$ cat src/rtl/alu_pkg.sv
// Shared definitions for the multi-cycle ALU: opcodes, FSM encoding and result-select enum.
package alu_pkg;

  localparam logic [4:0] OP_ADD  = 5'd1;
  localparam logic [4:0] OP_SUB  = 5'd2;
  localparam logic [4:0] OP_MUL  = 5'd3;
  localparam logic [4:0] OP_DIV  = 5'd4;
  localparam logic [4:0] OP_SHR  = 5'd5;
  localparam logic [4:0] OP_SHL  = 5'd6;
  localparam logic [4:0] OP_SHRA = 5'd7;
  localparam logic [4:0] OP_ROR  = 5'd8;
  localparam logic [4:0] OP_ROL  = 5'd9;
  localparam logic [4:0] OP_AND  = 5'd10;
  localparam logic [4:0] OP_OR   = 5'd11;
  localparam logic [4:0] OP_NEG  = 5'd12;
  localparam logic [4:0] OP_XOR  = 5'd13;
  localparam logic [4:0] OP_NOR  = 5'd14;
  localparam logic [4:0] OP_NOT  = 5'd15;

  typedef enum logic [1:0] {
    ST_IDLE = 2'd0,
    ST_CALC = 2'd1,
    ST_FIX  = 2'd2
  } state_t;

  typedef enum logic [1:0] {
    SEL_HOLD   = 2'd0,
    SEL_ALU    = 2'd1,
    SEL_MULDIV = 2'd2,
    SEL_ZERO   = 2'd3
  } res_sel_t;

  function automatic logic op_legal(input logic [4:0] op);
    return (op >= OP_ADD) && (op <= OP_NOT);
  endfunction

endpackage

$ cat src/rtl/alu_mc_muldiv.sv
// Iterative signed multiply (shift-add) and restoring divide on operand magnitudes,
// with sign correction applied combinationally to the final registers.
module alu_mc_muldiv
  import alu_pkg::*;
#(
  parameter int WIDTH = 32,
  parameter int SHW   = $clog2(WIDTH)
) (
  input  logic               clk,
  input  logic               clr,
  input  logic               load,
  input  logic               is_div,
  input  logic [WIDTH-1:0]   a,
  input  logic [WIDTH-1:0]   b,
  input  logic               step,
  output logic               last,
  output logic [2*WIDTH-1:0] result
);

  logic [WIDTH:0]   hi_reg;
  logic [WIDTH-1:0] lo_reg;
  logic [WIDTH-1:0] mag_b_reg;
  logic [SHW-1:0]   cnt_reg;
  logic             div_reg, sa_reg, sb_reg;

  logic [WIDTH:0]   mul_sum;
  logic [WIDTH:0]   div_shift;
  logic [WIDTH:0]   div_trial;

  assign mul_sum   = hi_reg + (lo_reg[0] ? {1'b0, mag_b_reg} : '0);
  assign div_shift = {hi_reg[WIDTH-1:0], lo_reg[WIDTH-1]};
  assign div_trial = div_shift - {1'b0, mag_b_reg};
  assign last      = (cnt_reg == SHW'(WIDTH - 1));

  always_ff @(posedge clk or negedge clr) begin
    if (!clr) begin
      hi_reg    <= '0;
      lo_reg    <= '0;
      mag_b_reg <= '0;
      cnt_reg   <= '0;
      div_reg   <= 1'b0;
      sa_reg    <= 1'b0;
      sb_reg    <= 1'b0;
    end else if (load) begin
      sa_reg    <= a[WIDTH-1];
      sb_reg    <= b[WIDTH-1];
      lo_reg    <= a[WIDTH-1] ? -a : a;
      mag_b_reg <= b[WIDTH-1] ? -b : b;
      hi_reg    <= '0;
      cnt_reg   <= '0;
      div_reg   <= is_div;
    end else if (step) begin
      cnt_reg <= cnt_reg + 1'b1;
      if (div_reg) begin
        // Restoring step: keep the trial difference only when it did not go negative.
        if (!div_trial[WIDTH]) begin
          hi_reg <= div_trial;
          lo_reg <= {lo_reg[WIDTH-2:0], 1'b1};
        end else begin
          hi_reg <= div_shift;
          lo_reg <= {lo_reg[WIDTH-2:0], 1'b0};
        end
      end else begin
        hi_reg <= {1'b0, mul_sum[WIDTH:1]};
        lo_reg <= {mul_sum[0], lo_reg[WIDTH-1:1]};
      end
    end
  end

  logic [2*WIDTH-1:0] prod_mag;
  logic [WIDTH-1:0]   quo, rem;

  always_comb begin
    prod_mag = {hi_reg[WIDTH-1:0], lo_reg};
    quo      = (sa_reg ^ sb_reg) ? -lo_reg : lo_reg;
    rem      = sa_reg ? -hi_reg[WIDTH-1:0] : hi_reg[WIDTH-1:0];
    if (div_reg) result = {rem, quo};
    else         result = (sa_reg ^ sb_reg) ? -prod_mag : prod_mag;
  end

endmodule

$ cat src/rtl/alu_mc.sv
// Multi-cycle ALU: single-cycle ops complete at the sampling edge, mul/div run through
// an IDLE/CALC/FIX sequence on the iterative datapath.
module alu_mc
  import alu_pkg::*;
#(
  parameter int WIDTH = 32,
  parameter int SHW   = $clog2(WIDTH)
) (
  input  logic               clk,
  input  logic               clr,
  input  logic               start,
  input  logic [4:0]         opcode,
  input  logic [WIDTH-1:0]   A,
  input  logic [WIDTH-1:0]   B,
  output logic               busy,
  output logic               done,
  output logic [2*WIDTH-1:0] C,
  output logic               dz,
  output logic               ill
);

  state_t             state_reg, state_next;
  res_sel_t           sel;
  logic [2*WIDTH-1:0] c_reg, c_next;
  logic               done_reg, done_next;
  logic               dz_reg, dz_next;
  logic               ill_reg, ill_next;
  logic               md_load, md_step, md_last;
  logic [2*WIDTH-1:0] md_result;
  logic [WIDTH-1:0]   alu_res;
  logic [SHW-1:0]     sh;
  logic [2*WIDTH-1:0] rot_r, rot_l;

  alu_mc_muldiv #(.WIDTH(WIDTH), .SHW(SHW)) u_muldiv (
    .clk    (clk),
    .clr    (clr),
    .load   (md_load),
    .is_div (opcode == OP_DIV),
    .a      (A),
    .b      (B),
    .step   (md_step),
    .last   (md_last),
    .result (md_result)
  );

  assign sh    = B[SHW-1:0];
  assign rot_r = {A, A} >> sh;
  assign rot_l = {A, A} << sh;

  always_comb begin
    alu_res = '0;
    case (opcode)
      OP_ADD:  alu_res = A + B;
      OP_SUB:  alu_res = A - B;
      OP_SHR:  alu_res = A >> sh;
      OP_SHL:  alu_res = A << sh;
      OP_SHRA: alu_res = $unsigned($signed(A) >>> sh);
      OP_ROR:  alu_res = rot_r[WIDTH-1:0];
      OP_ROL:  alu_res = rot_l[2*WIDTH-1:WIDTH];
      OP_AND:  alu_res = A & B;
      OP_OR:   alu_res = A | B;
      OP_NEG:  alu_res = '0 - B;
      OP_XOR:  alu_res = A ^ B;
      OP_NOR:  alu_res = ~(A | B);
      OP_NOT:  alu_res = ~B;
      default: alu_res = '0;
    endcase
  end

  always_comb begin
    state_next = state_reg;
    sel        = SEL_HOLD;
    done_next  = 1'b0;
    dz_next    = dz_reg;
    ill_next   = ill_reg;
    md_load    = 1'b0;
    md_step    = 1'b0;
    case (state_reg)
      ST_IDLE: begin
        if (start) begin
          if (opcode == OP_MUL || (opcode == OP_DIV && B != '0)) begin
            md_load    = 1'b1;
            state_next = ST_CALC;
          end else begin
            // Divide-by-zero and illegal opcodes finish like single-cycle ops with C=0.
            done_next = 1'b1;
            dz_next   = (opcode == OP_DIV);
            ill_next  = !op_legal(opcode);
            sel       = (opcode == OP_DIV || !op_legal(opcode)) ? SEL_ZERO : SEL_ALU;
          end
        end
      end
      ST_CALC: begin
        md_step = 1'b1;
        if (md_last) state_next = ST_FIX;
      end
      ST_FIX: begin
        state_next = ST_IDLE;
        done_next  = 1'b1;
        dz_next    = 1'b0;
        ill_next   = 1'b0;
        sel        = SEL_MULDIV;
      end
      default: state_next = ST_IDLE;
    endcase
  end

  always_comb begin
    case (sel)
      SEL_ALU:    c_next = {{WIDTH{1'b0}}, alu_res};
      SEL_MULDIV: c_next = md_result;
      SEL_ZERO:   c_next = '0;
      default:    c_next = c_reg;
    endcase
  end

  always_ff @(posedge clk or negedge clr) begin
    if (!clr) begin
      state_reg <= ST_IDLE;
      c_reg     <= '0;
      done_reg  <= 1'b0;
      dz_reg    <= 1'b0;
      ill_reg   <= 1'b0;
    end else begin
      state_reg <= state_next;
      c_reg     <= c_next;
      done_reg  <= done_next;
      dz_reg    <= dz_next;
      ill_reg   <= ill_next;
    end
  end

  assign busy = (state_reg != ST_IDLE);
  assign done = done_reg;
  assign C    = c_reg;
  assign dz   = dz_reg;
  assign ill  = ill_reg;

endmodule
$ cat config.mk
export PLATFORM = sky130hd
export DESIGN_NAME = alu_mc
export DESIGN_NICKNAME = d
export VERILOG_FILES = /design/src/rtl/alu_pkg.sv /design/src/rtl/alu_mc_muldiv.sv /design/src/rtl/alu_mc.sv
export SDC_FILE = /design/constraint.sdc
export NUM_CORES = 1
export LEC_CHECK = 0
export BUFFER_PORTS_ARGS = -buffer_cell sky130_fd_sc_hd__buf_4
export CAP_MARGIN = 20
export CORE_MARGIN = 5
export CORE_UTILIZATION = 30
export CTS_CLUSTER_SIZE = 8
export DETAILED_ROUTE_END_ITERATION = 8
export MAX_ROUTING_LAYER = met4
export PLACE_DENSITY = 0.59
export SYNTH_ARGS = -nofsm -noshare
export SYNTH_HDL_FRONTEND = slang
export SYNTH_HIERARCHICAL = 1
export SYNTH_SLANG_ARGS = --single-unit
$ cat constraint.sdc
create_clock -name clk -period 4.15 [get_ports clk]
set_clock_uncertainty 0.1 [all_clocks]
set_input_delay 0.83 -clock clk [delete_from_list [all_inputs] [get_ports clk]]
set_output_delay 0.83 -clock clk [all_outputs]
set_load 0.01 [all_outputs]
==> run_results.csv <==
group,metric,value,unit
synthesis,seq_area_frac_synth,16.2,%
floorplanning,chipHeight,309,um
power_and_ir_drop,powerDensity,604,nW/um^2
synthesis,ys_ff_latch,174,
placement,portBuffers,139,
clocking,worstSkewPairLatency,500,ps
flow_run,maxCapViolations,0,
synthesis,syn-cell-area,26900,um^2
clocking,numCtsBuffers,17,
setup_path,arrival,4320,ps
setup_path,crit_chain,"or4_4 -> nor4_4 -> nand4_1 -> buf_4 -> nor3_4 -> a21oi_1 -> xor2_1 -> nor2_1 -> a21oi_1 -> or4_4 -> a211o_2 -> o31ai_1 -> nand3_1",
floorplanning,dieArea,95600,um^2
global_routing,grt_pass1_wl,219000,um
floorplanning,io-pin-count,140,
timing,finalHoldViolCount,0,
power_and_ir_drop,total_power,19700,uW
power_and_ir_drop,ir_drop,437,uV
detailed_routing,detail_route.wl_per_cell,30.1,um
layout,drive_above_1_share,20.8,%
setup_path,cp_max_fo,5,
status,status,"completed",
layout,final_util,36.9,%
synthesis,synth_warnings,6,
timing,holdWs,248,ps
setup_path,crit_required,4440,ps
synthesis,netlist.area_leader.share,16.2,%
detailed_routing,ant_nets,0,
setup_path,crit_path_start_kind,"flip-flop",
synthesis,netlist_instances,3584,
clocking,clockBufferDepth,2,
clocking,cts_root_buf,"clkbuf_16",
min_path,min_path_type,"in2async",
timing,fin_crit_sh,97.2,%
setup_path,r2r-end,"C[27]$_DFFE_PN0P_",
synthesis,synth_edf_count,0,
timing,post-route-min-period,4030,ps
detailed_routing,drtIter0Drc,3776,
detailed_routing,vias_per_cell,6.14,
global_routing,antenna_found_initial,4,
floorplanning,coreArea,88600,um^2
synthesis,synth_ff_type,"dfrtp_1",
placement,pre_cts_slack,-326,ps
global_routing,grt_pass1_vias,30255,
timing,maxSlewViolCount,0,
setup_path,critical_path_buf_inv_count,1,
setup_path,ff2ff_setup_slack,120,ps
clocking,holdBufCountCts,0,
detailed_routing,routed_wl,154000,um
placement,gp_congestion,1.12,
clocking,cts_tree,"built",
synthesis,synth_area_per_cell,7.49,um^2
global_routing,track_usage,32.1,%
setup_path,cp_top_family,"simple AND/OR/NAND/NOR gates",
floorplanning,num_rows,109,
timing,fin_ws,117,ps
detailed_routing,via_count,31423,
layout,largest_register_ffs,64,
clocking,cts_sinks,174,
floorplanning,initial_core_util,30.3,%
setup_path,slowest_delay,620,ps
synthesis,synthTopCellsByArea,"dfrtp_1 16%, ha_1 8.1%, a21oi_1 6.1%",
layout,fin_nets,4179,
clocking,clkSlewWorstSetupHoldPaths,90,ps
synthesis,synth.distinct_cells,105,
clocking,cts.htree.levels,4,
setup_path,r2r_start,"u_muldiv/lo_reg[6]$_DFFE_PN0P_",
setup_path,crit_slowest_cell,"or4_4",
power_and_ir_drop,p_leak,0.0140,uW
timing,worstMarginPinSlew,1020,ps
setup_path,reg2reg_depth,13,
setup_path,path_class,"reg2reg",
synthesis,yosysTopAreaCell,"dfrtp_1",
global_routing,grt_overflow,0,
timing,setup_viol,0,
setup_path,end_kind,"flip-flop",
timing,grt_setup_unrepaired,"no",
placement,hpwlAfterDp,123000,um
detailed_routing,drc,0,
timing,slew_headroom,31.3,%
detailed_routing,drt_pass1_iterations,6,
floorplanning,fp.dieW,309,um
synthesis,synth_nets,3833,
synthesis,async_reset_ff_share,100,%
timing,fmax,0.248,GHz
global_routing,grt_max_degree,92,
layout,syn2layout_area_growth,21.7,%
-- metal layers --
metal  vias to the layer above  share of wire [%]  global-route usage, %
met5                         -                  0                      -
met4                         0                7.1                   17.6
met3                       430                9.1                   7.22
met2                      1756                 43                   48.5
met1                     15245                 40                   40.0
li1                      13992                  -                      -
-- power breakdown --
group / switching [uW] / internal, uW / total [uW] / leakage, uW
clock network: 856 / 855 / 1710 / 0.000273
logic: 8770 / 6020 / 14800 / 0.0117
registers: 892 / 2360 / 3260 / 0.00209
total: 10500 / 9230 / 19700 / 0.0140
-- cell usage after synthesis, types with 30 or more instances --
master	count
a211oi_1	43
a21o_1	49
a21oi_1	328
a22o_1	35
a31oi_1	54
buf_1	32
clkbuf_1	186
dfrtp_1	174
ha_1	173
inv_1	147
mux2_2	57
mux2i_1	138
mux4_2	64
nand2_1	318
nand2b_1	42
nand3_1	52
nand4_1	36
nor2_1	414
nor3_1	89
nor4_1	35
o211ai_1	41
o21a_1	45
o21ai_0	236
o22ai_1	54
or3_1	30
xnor2_1	92
xor2_1	107
-- how the worst max path moves through the flow --
stage	from	endpoint	slack [ps]	cells after the start
CTS	u_muldiv/lo_reg[6]$_DFFE_PN0P_	C[27]$_DFFE_PN0P_	8	12
detailed placement	opcode[4]	C[31]$_DFFE_PN0P_	-330	14
global placement	opcode[4]	C[31]$_DFFE_PN0P_	-320	14
finish	u_muldiv/lo_reg[6]$_DFFE_PN0P_	C[27]$_DFFE_PN0P_	120	13
global route	u_muldiv/lo_reg[6]$_DFFE_PN0P_	C[30]$_DFFE_PN0P_	10	12
floorplan	B[2]	C[31]$_DFFE_PN0P_	-3	15
-- cell families (layout without fill, tap and decap cells) --
family	Yosys count	in the layout	synth area share (%)
compound gates	1164	1164	28.1
xor+xnor	199	199	6.49
fa+ha+maj	177	177	8.36
buf+inv	412	771	6.30
flops	174	174	16.2
mux	267	267	13.5
other cells	0	7	0
simple gates	1191	1191	21.0
-- per-stage QoR --
step	instances	setup TNS [ps]	cell area, um^2
floorplan	3584	-2.67	26900
global placement	5072	-787	32000
detailed placement	5072	-979	32000
CTS	5105	0	32600
global route	5113	0	32700
finish	5115	0	32700
-- area by class of cell --
class	count	area, um^2
diodes	7	17.5
clock buffers	19	443
clock inverters	13	130
fillers	9497	55900
inverters	148	556
multi-input cells	2998	20900
flip-flops and latches	174	4360
well taps	1165	1460
repair buffers	591	4810
-- placed cells by master, fill, tap and decap left out, types with 15 or more instances in the layout --
| cell | instances |
|---|---|
| a211oi_1 | 43 |
| a21o_1 | 49 |
| a21oi_1 | 327 |
| a221oi_1 | 23 |
| a22o_1 | 35 |
| a22oi_1 | 22 |
| a31oi_1 | 54 |
| and2_1 | 25 |
| and3_1 | 24 |
| buf_12 | 29 |
| buf_4 | 560 |
| clkbuf_16 | 17 |
| dfrtp_1 | 173 |
| ha_1 | 173 |
| inv_1 | 146 |
| mux2_2 | 57 |
| mux2i_1 | 138 |
| mux4_2 | 64 |
| nand2_1 | 318 |
| nand2b_1 | 42 |
| nand3_1 | 52 |
| nand4_1 | 36 |
| nor2_1 | 411 |
| nor2b_1 | 25 |
| nor3_1 | 88 |
| nor4_1 | 33 |
| o211ai_1 | 41 |
| o21a_1 | 45 |
| o21ai_0 | 234 |
| o21bai_1 | 19 |
| o22ai_1 | 54 |
| o31ai_1 | 28 |
| o41ai_1 | 15 |
| or2_2 | 15 |
| or3_1 | 30 |
| or4_1 | 19 |
| xnor2_1 | 91 |
| xor2_1 | 107 |
-- what timing repair did --
action | in CTS | in global routing
gates resized for setup | 3 | 11
pin swaps | 1 | 5
setup endpoints to repair | 2 | 32
setup buffers | 1 | 3
Power figures use the tool's default switching activity.
